## src/rtl/axi4_burst_master.sv

```systemverilog
// axi4_burst_master: issues single INCR bursts (full-width beats, all byte
// lanes enabled) on an AXI4 master port on behalf of a simple command port.
//
// Ports:
//   ACLK, ARESETn            clock, asynchronous active-low reset
//   cmd_valid/cmd_ready      command handshake (ready only while idle)
//   cmd_write/addr/len       burst direction, start address, beats-1
//   wdata_req/wdata_in       per-beat write data pull (data sampled while req=1)
//   rdata_valid/rdata_out    per-beat read data push
//   done/done_resp           burst-complete pulse with BRESP / worst RRESP
//   AW*, W*, B*, AR*, R*     AXI4 master channels
//
// Build option: define AXI4_MASTER_TIMEOUT_EN to add a response watchdog that
// ends a burst with done_resp=2'b11 after 16 idle cycles in WRESP or RDATA.
module axi4_burst_master #(
  parameter int unsigned ADDR_W = 16,
  parameter int unsigned DATA_W = 32
) (
  input  logic              ACLK,
  input  logic              ARESETn,
  input  logic              cmd_valid,
  output logic              cmd_ready,
  input  logic              cmd_write,
  input  logic [ADDR_W-1:0] cmd_addr,
  input  logic [7:0]        cmd_len,
  input  logic [DATA_W-1:0] wdata_in,
  output logic              wdata_req,
  output logic [DATA_W-1:0] rdata_out,
  output logic              rdata_valid,
  output logic              done,
  output logic [1:0]        done_resp,
  output logic [ADDR_W-1:0] AWADDR,
  output logic [7:0]        AWLEN,
  output logic              AWVALID,
  input  logic              AWREADY,
  output logic [DATA_W-1:0] WDATA,
  output logic              WLAST,
  output logic              WVALID,
  input  logic              WREADY,
  input  logic [1:0]        BRESP,
  input  logic              BVALID,
  output logic              BREADY,
  output logic [ADDR_W-1:0] ARADDR,
  output logic [7:0]        ARLEN,
  output logic              ARVALID,
  input  logic              ARREADY,
  input  logic [DATA_W-1:0] RDATA,
  input  logic [1:0]        RRESP,
  input  logic              RLAST,
  input  logic              RVALID,
  output logic              RREADY
);

  localparam int unsigned LEN_W = 8;

  typedef enum logic [2:0] {
    S_IDLE,
    S_WADDR,
    S_WDATA,
    S_WRESP,
    S_RADDR,
    S_RDATA,
    S_DONE
  } state_t;

  state_t             state_q, state_d;
  logic [LEN_W-1:0]   len_q, len_d;
  logic [LEN_W-1:0]   beat_q, beat_d;

  logic               cmd_ready_d, wdata_req_d, rdata_valid_d, done_d;
  logic [DATA_W-1:0]  rdata_out_d, wdata_d;
  logic [1:0]         done_resp_d;
  logic [ADDR_W-1:0]  awaddr_d, araddr_d;
  logic [LEN_W-1:0]   awlen_d, arlen_d;
  logic               awvalid_d, wlast_d, wvalid_d, bready_d, arvalid_d, rready_d;

`ifdef AXI4_MASTER_TIMEOUT_EN
  localparam int unsigned WD_W = 5;
  logic [WD_W-1:0]    wd_q, wd_d;
`endif

  // Next-state and next-output logic; every registered output has a _d twin.
  always_comb begin
    state_d       = state_q;
    len_d         = len_q;
    beat_d        = beat_q;
    wdata_req_d   = 1'b0;
    rdata_valid_d = 1'b0;
    done_d        = 1'b0;
    rdata_out_d   = rdata_out;
    done_resp_d   = done_resp;
    awaddr_d      = AWADDR;
    awlen_d       = AWLEN;
    awvalid_d     = AWVALID;
    wdata_d       = WDATA;
    wlast_d       = WLAST;
    wvalid_d      = WVALID;
    bready_d      = BREADY;
    araddr_d      = ARADDR;
    arlen_d       = ARLEN;
    arvalid_d     = ARVALID;
    rready_d      = RREADY;
`ifdef AXI4_MASTER_TIMEOUT_EN
    // Cleared on every handshake and outside the two waiting states.
    wd_d          = '0;
`endif

    unique case (state_q)
      S_IDLE: begin
        if (cmd_valid && cmd_ready) begin
          len_d       = cmd_len;
          beat_d      = '0;
          done_resp_d = '0;
          if (cmd_write) begin
            state_d   = S_WADDR;
            awaddr_d  = cmd_addr;
            awlen_d   = cmd_len;
            awvalid_d = 1'b1;
          end else begin
            state_d   = S_RADDR;
            araddr_d  = cmd_addr;
            arlen_d   = cmd_len;
            arvalid_d = 1'b1;
          end
        end
      end

      S_WADDR: begin
        if (AWREADY) begin
          awvalid_d   = 1'b0;
          wdata_req_d = 1'b1;
          state_d     = S_WDATA;
        end
      end

      // Each beat: wdata_req cycle (capture wdata_in), then WVALID until WREADY.
      S_WDATA: begin
        if (wdata_req) begin
          wvalid_d = 1'b1;
          wdata_d  = wdata_in;
          wlast_d  = (beat_q == len_q);
        end else if (WVALID && WREADY) begin
          wvalid_d = 1'b0;
          wlast_d  = 1'b0;
          beat_d   = beat_q + LEN_W'(1);
          if (WLAST) begin
            bready_d = 1'b1;
            state_d  = S_WRESP;
          end else begin
            wdata_req_d = 1'b1;
          end
        end
      end

      S_WRESP: begin
        if (BVALID) begin
          bready_d    = 1'b0;
          done_resp_d = BRESP;
          done_d      = 1'b1;
          state_d     = S_DONE;
        end else begin
`ifdef AXI4_MASTER_TIMEOUT_EN
          wd_d = wd_q + WD_W'(1);
          if (wd_d == WD_W'(16)) begin
            bready_d    = 1'b0;
            done_resp_d = 2'b11;
            done_d      = 1'b1;
            wd_d        = '0;
            state_d     = S_DONE;
          end
`endif
        end
      end

      S_RADDR: begin
        if (ARREADY) begin
          arvalid_d = 1'b0;
          rready_d  = 1'b1;
          state_d   = S_RDATA;
        end
      end

      // done_resp accumulates the worst RRESP; RLAST or the final count ends it.
      S_RDATA: begin
        if (RVALID) begin
          rdata_valid_d = 1'b1;
          rdata_out_d   = RDATA;
          beat_d        = beat_q + LEN_W'(1);
          if (RRESP > done_resp) begin
            done_resp_d = RRESP;
          end
          if (RLAST || (beat_q == len_q)) begin
            rready_d = 1'b0;
            done_d   = 1'b1;
            state_d  = S_DONE;
          end
        end else begin
`ifdef AXI4_MASTER_TIMEOUT_EN
          wd_d = wd_q + WD_W'(1);
          if (wd_d == WD_W'(16)) begin
            rready_d    = 1'b0;
            done_resp_d = 2'b11;
            done_d      = 1'b1;
            wd_d        = '0;
            state_d     = S_DONE;
          end
`endif
        end
      end

      S_DONE: begin
        state_d = S_IDLE;
      end

      default: begin
        state_d = S_IDLE;
      end
    endcase

    cmd_ready_d = (state_d == S_IDLE);
  end

  // State and output registers.
  always_ff @(posedge ACLK or negedge ARESETn) begin
    if (!ARESETn) begin
      state_q     <= S_IDLE;
      len_q       <= '0;
      beat_q      <= '0;
      cmd_ready   <= 1'b1;
      wdata_req   <= 1'b0;
      rdata_out   <= '0;
      rdata_valid <= 1'b0;
      done        <= 1'b0;
      done_resp   <= '0;
      AWADDR      <= '0;
      AWLEN       <= '0;
      AWVALID     <= 1'b0;
      WDATA       <= '0;
      WLAST       <= 1'b0;
      WVALID      <= 1'b0;
      BREADY      <= 1'b0;
      ARADDR      <= '0;
      ARLEN       <= '0;
      ARVALID     <= 1'b0;
      RREADY      <= 1'b0;
    end else begin
      state_q     <= state_d;
      len_q       <= len_d;
      beat_q      <= beat_d;
      cmd_ready   <= cmd_ready_d;
      wdata_req   <= wdata_req_d;
      rdata_out   <= rdata_out_d;
      rdata_valid <= rdata_valid_d;
      done        <= done_d;
      done_resp   <= done_resp_d;
      AWADDR      <= awaddr_d;
      AWLEN       <= awlen_d;
      AWVALID     <= awvalid_d;
      WDATA       <= wdata_d;
      WLAST       <= wlast_d;
      WVALID      <= wvalid_d;
      BREADY      <= bready_d;
      ARADDR      <= araddr_d;
      ARLEN       <= arlen_d;
      ARVALID     <= arvalid_d;
      RREADY      <= rready_d;
    end
  end

`ifdef AXI4_MASTER_TIMEOUT_EN
  // Response watchdog counter.
  always_ff @(posedge ACLK or negedge ARESETn) begin
    if (!ARESETn) begin
      wd_q <= '0;
    end else begin
      wd_q <= wd_d;
    end
  end
`endif

endmodule

```

## config.mk

```make
export PLATFORM = sky130hd
export DESIGN_NAME = axi4_burst_master
export DESIGN_NICKNAME = d
export VERILOG_FILES = /design/src/rtl/axi4_burst_master.sv
export SDC_FILE = /design/constraint.sdc
export NUM_CORES = 1
export LEC_CHECK = 0
export CORE_AREA = 10 10 132 134
export DETAILED_ROUTE_END_ITERATION = 8
export DIE_AREA = 0 0 142 144
export PLACE_DENSITY = 0.73
export SYNTH_ARGS = -nofsm -noshare
export SYNTH_HDL_FRONTEND = slang
export SYNTH_SLANG_ARGS = --single-unit
```

## constraint.sdc

```tcl
create_clock -name ACLK -period 4.1 [get_ports ACLK]
set_clock_uncertainty 0.1 [all_clocks]
set_input_delay 0.82 -clock ACLK [delete_from_list [all_inputs] [get_ports ACLK]]
set_output_delay 0.82 -clock ACLK [all_outputs]
set_load 0.005 [all_outputs]
```

; Word level (Yosys, flattened, before mapping)
; Cells that the tools add are included.
[word_totals]
regBits = 143
word_cells = 117
out_inout_bits = 124
input_bits = 102
[classes]
n_bitwise = 1
muxes = 52
reduce_logical = 24
magnitude_cmp = 1
add_sub_neg = 1
n_eq_ne = 18
[op_table]
columns = cell, count
row1 = 8-bit two-way mux, 4
row2 = 3-bit two-way mux, 10
row3 = 1-bit two-way mux, 25
row4 = 2-bit inequality test (second input constant), 12
row5 = 8-bit one-hot mux with 3 select lines, 1
row6 = 3-bit one-hot mux with 6 select lines, 1
row7 = 5-bit AND reduction, 3
row8 = 1-bit one-hot mux with 2 select lines, 6
row9 = 4-bit AND reduction, 3
row10 = 2-bit nonzero test, 5
row11 = 8-bit by 1-bit adder with 8-bit output (second input constant), 1
row12 = 8-bit equality test, 1
row13 = 2-bit two-way mux, 4
row14 = 2-bit AND reduction, 4
row15 = 3-bit by 2-bit equality test with 1-bit output (second input constant), 2
row16 = 3-bit equality test (second input constant), 2
row17 = 3-bit zero test, 2
row18 = 2-bit one-hot mux with 3 select lines, 1
row19 = 3-bit AND reduction, 2
row20 = 3-bit nonzero test, 2
row21 = 3-bit by 1-bit equality test with 1-bit output (second input constant), 1
row22 = 2-bit greater-than comparator, 1
row23 = 1-bit logical AND, 2
row24 = 1-bit logical OR, 1
row25 = 1-bit inverter, 1

; Logic depth before layout (Yosys ltp)
[depth]
depth_word = 6
ltp_mapped = 9
depth_no_buf = 6

; Worst setup path after synthesis
; No wires, ideal clock.
[synth_path]
path_type = input -> register
startpoint = input cmd_valid
endpoint = register ARLEN[0]
path_slack_ps = 1929
setup_time_ps = 125
path_stages = 5
t_arrival_ps = 1946
cell_sequence = nand2_1 or4_1 buf_2 nor2_8 mux2_2
[synth_via]
elab_chain_len = 2
[synth_rtl]
columns = item, line_no
row1 = from (decl), 21  ; input logic cmd_valid,
row2 = 1-bit logical AND, 110  ; if (cmd_valid && cmd_ready) begin
row3 = 3-bit AND reduction (no line), n/a
row4 = to (signal assigned), 264  ; ARLEN <= arlen_d;
row5 = to (decl), 44  ; output logic [7:0] ARLEN,
; Every way passes these cells.
; A chain may end at the register's enable or synchronous reset.

; Worst setup path in the final report
[layout_path]
startpoint = register state_q[0]
endpoint = register beat_q[6]
[layout_via]
elab_chain_len = 3
word_cells_on_any_way = 10
classes_between = eq/ne (6) / mux (1) / reduce/logical (3)
[layout_rtl]
columns = item, line_no
row1 = from (decl), 66  ; state_t state_q, state_d;
row2 = from (signal assigned), 247  ; state_q <= state_d;
row3 = 3-bit by 2-bit equality test with 1-bit output (tied with other cells), 108  ; unique case (state_q)
row4 = 2-bit inequality test (no line) or 3-bit nonzero test (tied branches), n/a
row5 = 5-bit AND reduction (no line), n/a
row6 = to (signal assigned), 249  ; beat_q <= beat_d;
row7 = to (decl), 68  ; logic [LEN_W-1:0] beat_q, beat_d;
; Parallel ways exist; a longest one is shown, timed or not.

==> results.tsv <==
metric	value	unit
cts.clk_slew.worst_paths	60	ps
wl_per_cell	17.7	um
setup_tns	0	ps
timing.rr.end	beat_q[6]	
drt-vias-per-instance	4.73	
grt_usage	0.163	
r2r_slack	1180	ps
finish.utilization	0.593	
synthSimpleGateAreaFrac	0.205	
pre_cts_ws	1020	ps
grt_start_max_net_pins	110	
cts_root_buffer	clkbuf_16	
worstPathArrival	3160	ps
yosys.area.top_type	dfrtp_1	
drc	0	
finalSetupViolCount	0	
synth_top_area_share	0.612	
antenna_cells	0	
dieArea	0.0204	mm2
wl	17000	um
ioPinCount	226	
start_util	0.391	
cp.required	4340	ps
synth_edf_count	0	
synthAdderAreaFrac	0.00647	
synth-seq-area-share	0.617	
layout_min_cycle_time	2920	ps
antenna_found_initial	1	
power-per-cell-area	720	mW/mm2
synth_compound_area_frac	0.0375	
clockBufferDepth	2	
slew_headroom	0.226	
fin_ws	1180	ps
die_h	144	um
outcome	finished, final reports clean	
power_frac_comb	0.365	
ys_async_sr_fraction	1.00	
seq_power_share	0.385	
clkPwrFrac	0.250	
slew_viol_final	0	
placed_area	0.00819	mm2
cts_buffers	17	
endpoint_kind	flip-flop	
synth.distinct_cells	49	
vdd_drop_max	0.426	mV
ctsResizeCount	0	
min_path_cells	2	
synth_xor_area_frac	0.0121	
synth_area_per_cell	10.8	um2
core	0.0149	mm2
critPathKind	reg -> reg	
first_pass_iters	4	
syn_area	0.00581	mm2
design_area	0.00881	mm2
place_congestion	0.813	
switching_power	0.00182	W
hold_viol	0	
post_synth_mux_area_share	0.0985	
sw_frac_of_total	0.286	
vias	4552	
numPortBuffers	225	
first_global_vias	4958	
grt_overflow	0	
rows	45	
detail-route-antenna-nets	0	
leakage	4.08	nW
final_cell_mix	nand2_1 (233), clkdlybuf4s50_1 (224), dfrtp_1 (142)	
synthFlopType	dfrtp_1	
worstMarginPinSlew	1160	ps
die_w	142	um
layout_worst_path_cycle_share	0.713	
syn_inst	539	
worst-path-max-fanout	37	
whs_endpoint	WDATA[17]	
r2r_start	state_q[0]	
cts_setup_buffers	0	
synth_nets	644	
worstHoldStart	WDATA[17]	
final_common_cell	nand2_1	
tritoncts	done	
grt_pass1_wl	26600	um
ys_ff_latch	143	
cts_hold_buf	0	
dp_hpwl	12800	um
hp-class	reg -> reg	
synth_top_family_by_area	simple AND/OR/NAND/NOR gates	
cts.sink_count	143	
clkLatencyLatePin	400	ps
ys_warn_count	0	
clock.fmax	342	MHz
rsz0062_at_grt	no	
h-tree-depth	4	
cp-start-kind	flip-flop	
drt-initial-drc-count	273	
fill_cells	1234	
p_int	0.00453	W
max-cap-violations	0	
synth_area_leaders	dfrtp_1 (61%), nand2_1 (15%), mux2_2 (9.5%)	
drive_gt1_frac	0.118	
r2r_cells	6	
num-nets-final	866	
syn2layout_area_growth	51.8	%
state kept, by name (all words and copies together) (netlist names), 2 cells and up:
signal     cells
ARADDR        16
ARLEN          8
AWADDR        16
AWLEN          8
WDATA         32
beat_q         8
done_resp      2
len_q          8
rdata_out     32
state_q        3
worst max-delay path by stage:
stage	endpoint	cells after the start	startpoint	slack, ps
detailed placement	beat_q[5]	6	RVALID	1020
global placement	beat_q[7]	6	RVALID	1100
global route	beat_q[3]	6	state_q[0]	970
floorplan	ARLEN[0]	5	cmd_valid	1930
CTS	beat_q[5]	6	state_q[0]	1200
finish	beat_q[6]	6	state_q[0]	1180
Yosys cell counts, types with 3 or more instances:
| library cell | instances |
|---|---|
| a21oi_1 | 4 |
| buf_2 | 10 |
| buf_4 | 3 |
| clkbuf_1 | 10 |
| dfrtp_1 | 142 |
| ha_1 | 3 |
| mux2_2 | 49 |
| nand2_1 | 233 |
| nand2b_1 | 6 |
| nand3_1 | 9 |
| nor2_1 | 3 |
| nor2b_1 | 3 |
| o211ai_1 | 4 |
| o21ai_0 | 6 |
| o22ai_1 | 3 |
| or4_1 | 5 |
| xor2_1 | 8 |
per-layer routing:
metal,routed length [um],part of all wire,vias up,global-route usage
met3,1780,0.10,10,0.0777
met1,6960,0.41,2177,0.190
li1,-,-,2202,-
met2,8110,0.48,161,0.259
met4,124,0.0073,2,0.0506
met5,10,0.00059,-,0
critical path, cell delays in order (launching register included):
cell,delay [ps]
dfrtp_1,680
and3b_1,460
nand2_4,290
inv_2,520
a31oi_4,160
or4_1,530
nand2_1,80
cell type report:
| cell class | instances | area [um2] | area share |
|---|---|---|---|
| Multi-Input combinational cell | 368 | 2090 | 0.237 |
| Sequential cell | 143 | 3580 | 0.406 |
| Inverter | 3 | 11.3 | 0.00128 |
| Clock buffer | 24 | 492 | 0.0558 |
| Timing Repair Buffer | 228 | 2280 | 0.258 |
| Clock inverter | 8 | 129 | 0.0146 |
| Tap cell | 188 | 235 | 0.0267 |
power groups by stage:
stage | clock (W) | sequential [W] | combinational [W]
global placement | 0 | 0.00243 | 0.00231
CTS | 0.00163 | 0.00244 | 0.00237
finish | 0.00159 | 0.00244 | 0.00232
global route | 0.00169 | 0.00252 | 0.00255
detailed placement | 0 | 0.00245 | 0.00236
floorplan | 0 | 0.00243 | 0.000806
logic make-up (layout without fill, tap and decap cells):
family,Yosys count,after routing
multiplexers,51,51
buffers and inverters,28,263
AND/OR/NAND/NOR,277,277
adder cells (fa/ha/maj),3,3
XOR/XNOR,8,8
flip-flops,143,143
AO/OA/AOI/OAI,29,29
stage by stage:
| stage | power [W] | cells | hold WS (ps) |
|---|---|---|---|
| after floorplan | 0.00323 | 539 | 365 |
| after global placement | 0.00474 | 930 | 358 |
| after detailed placement | 0.00481 | 930 | 362 |
| after CTS | 0.00645 | 962 | 377 |
| after global routing | 0.00677 | 962 | 384 |
| final | 0.00635 | 962 | 377 |
Power figures use the tool's default switching activity.
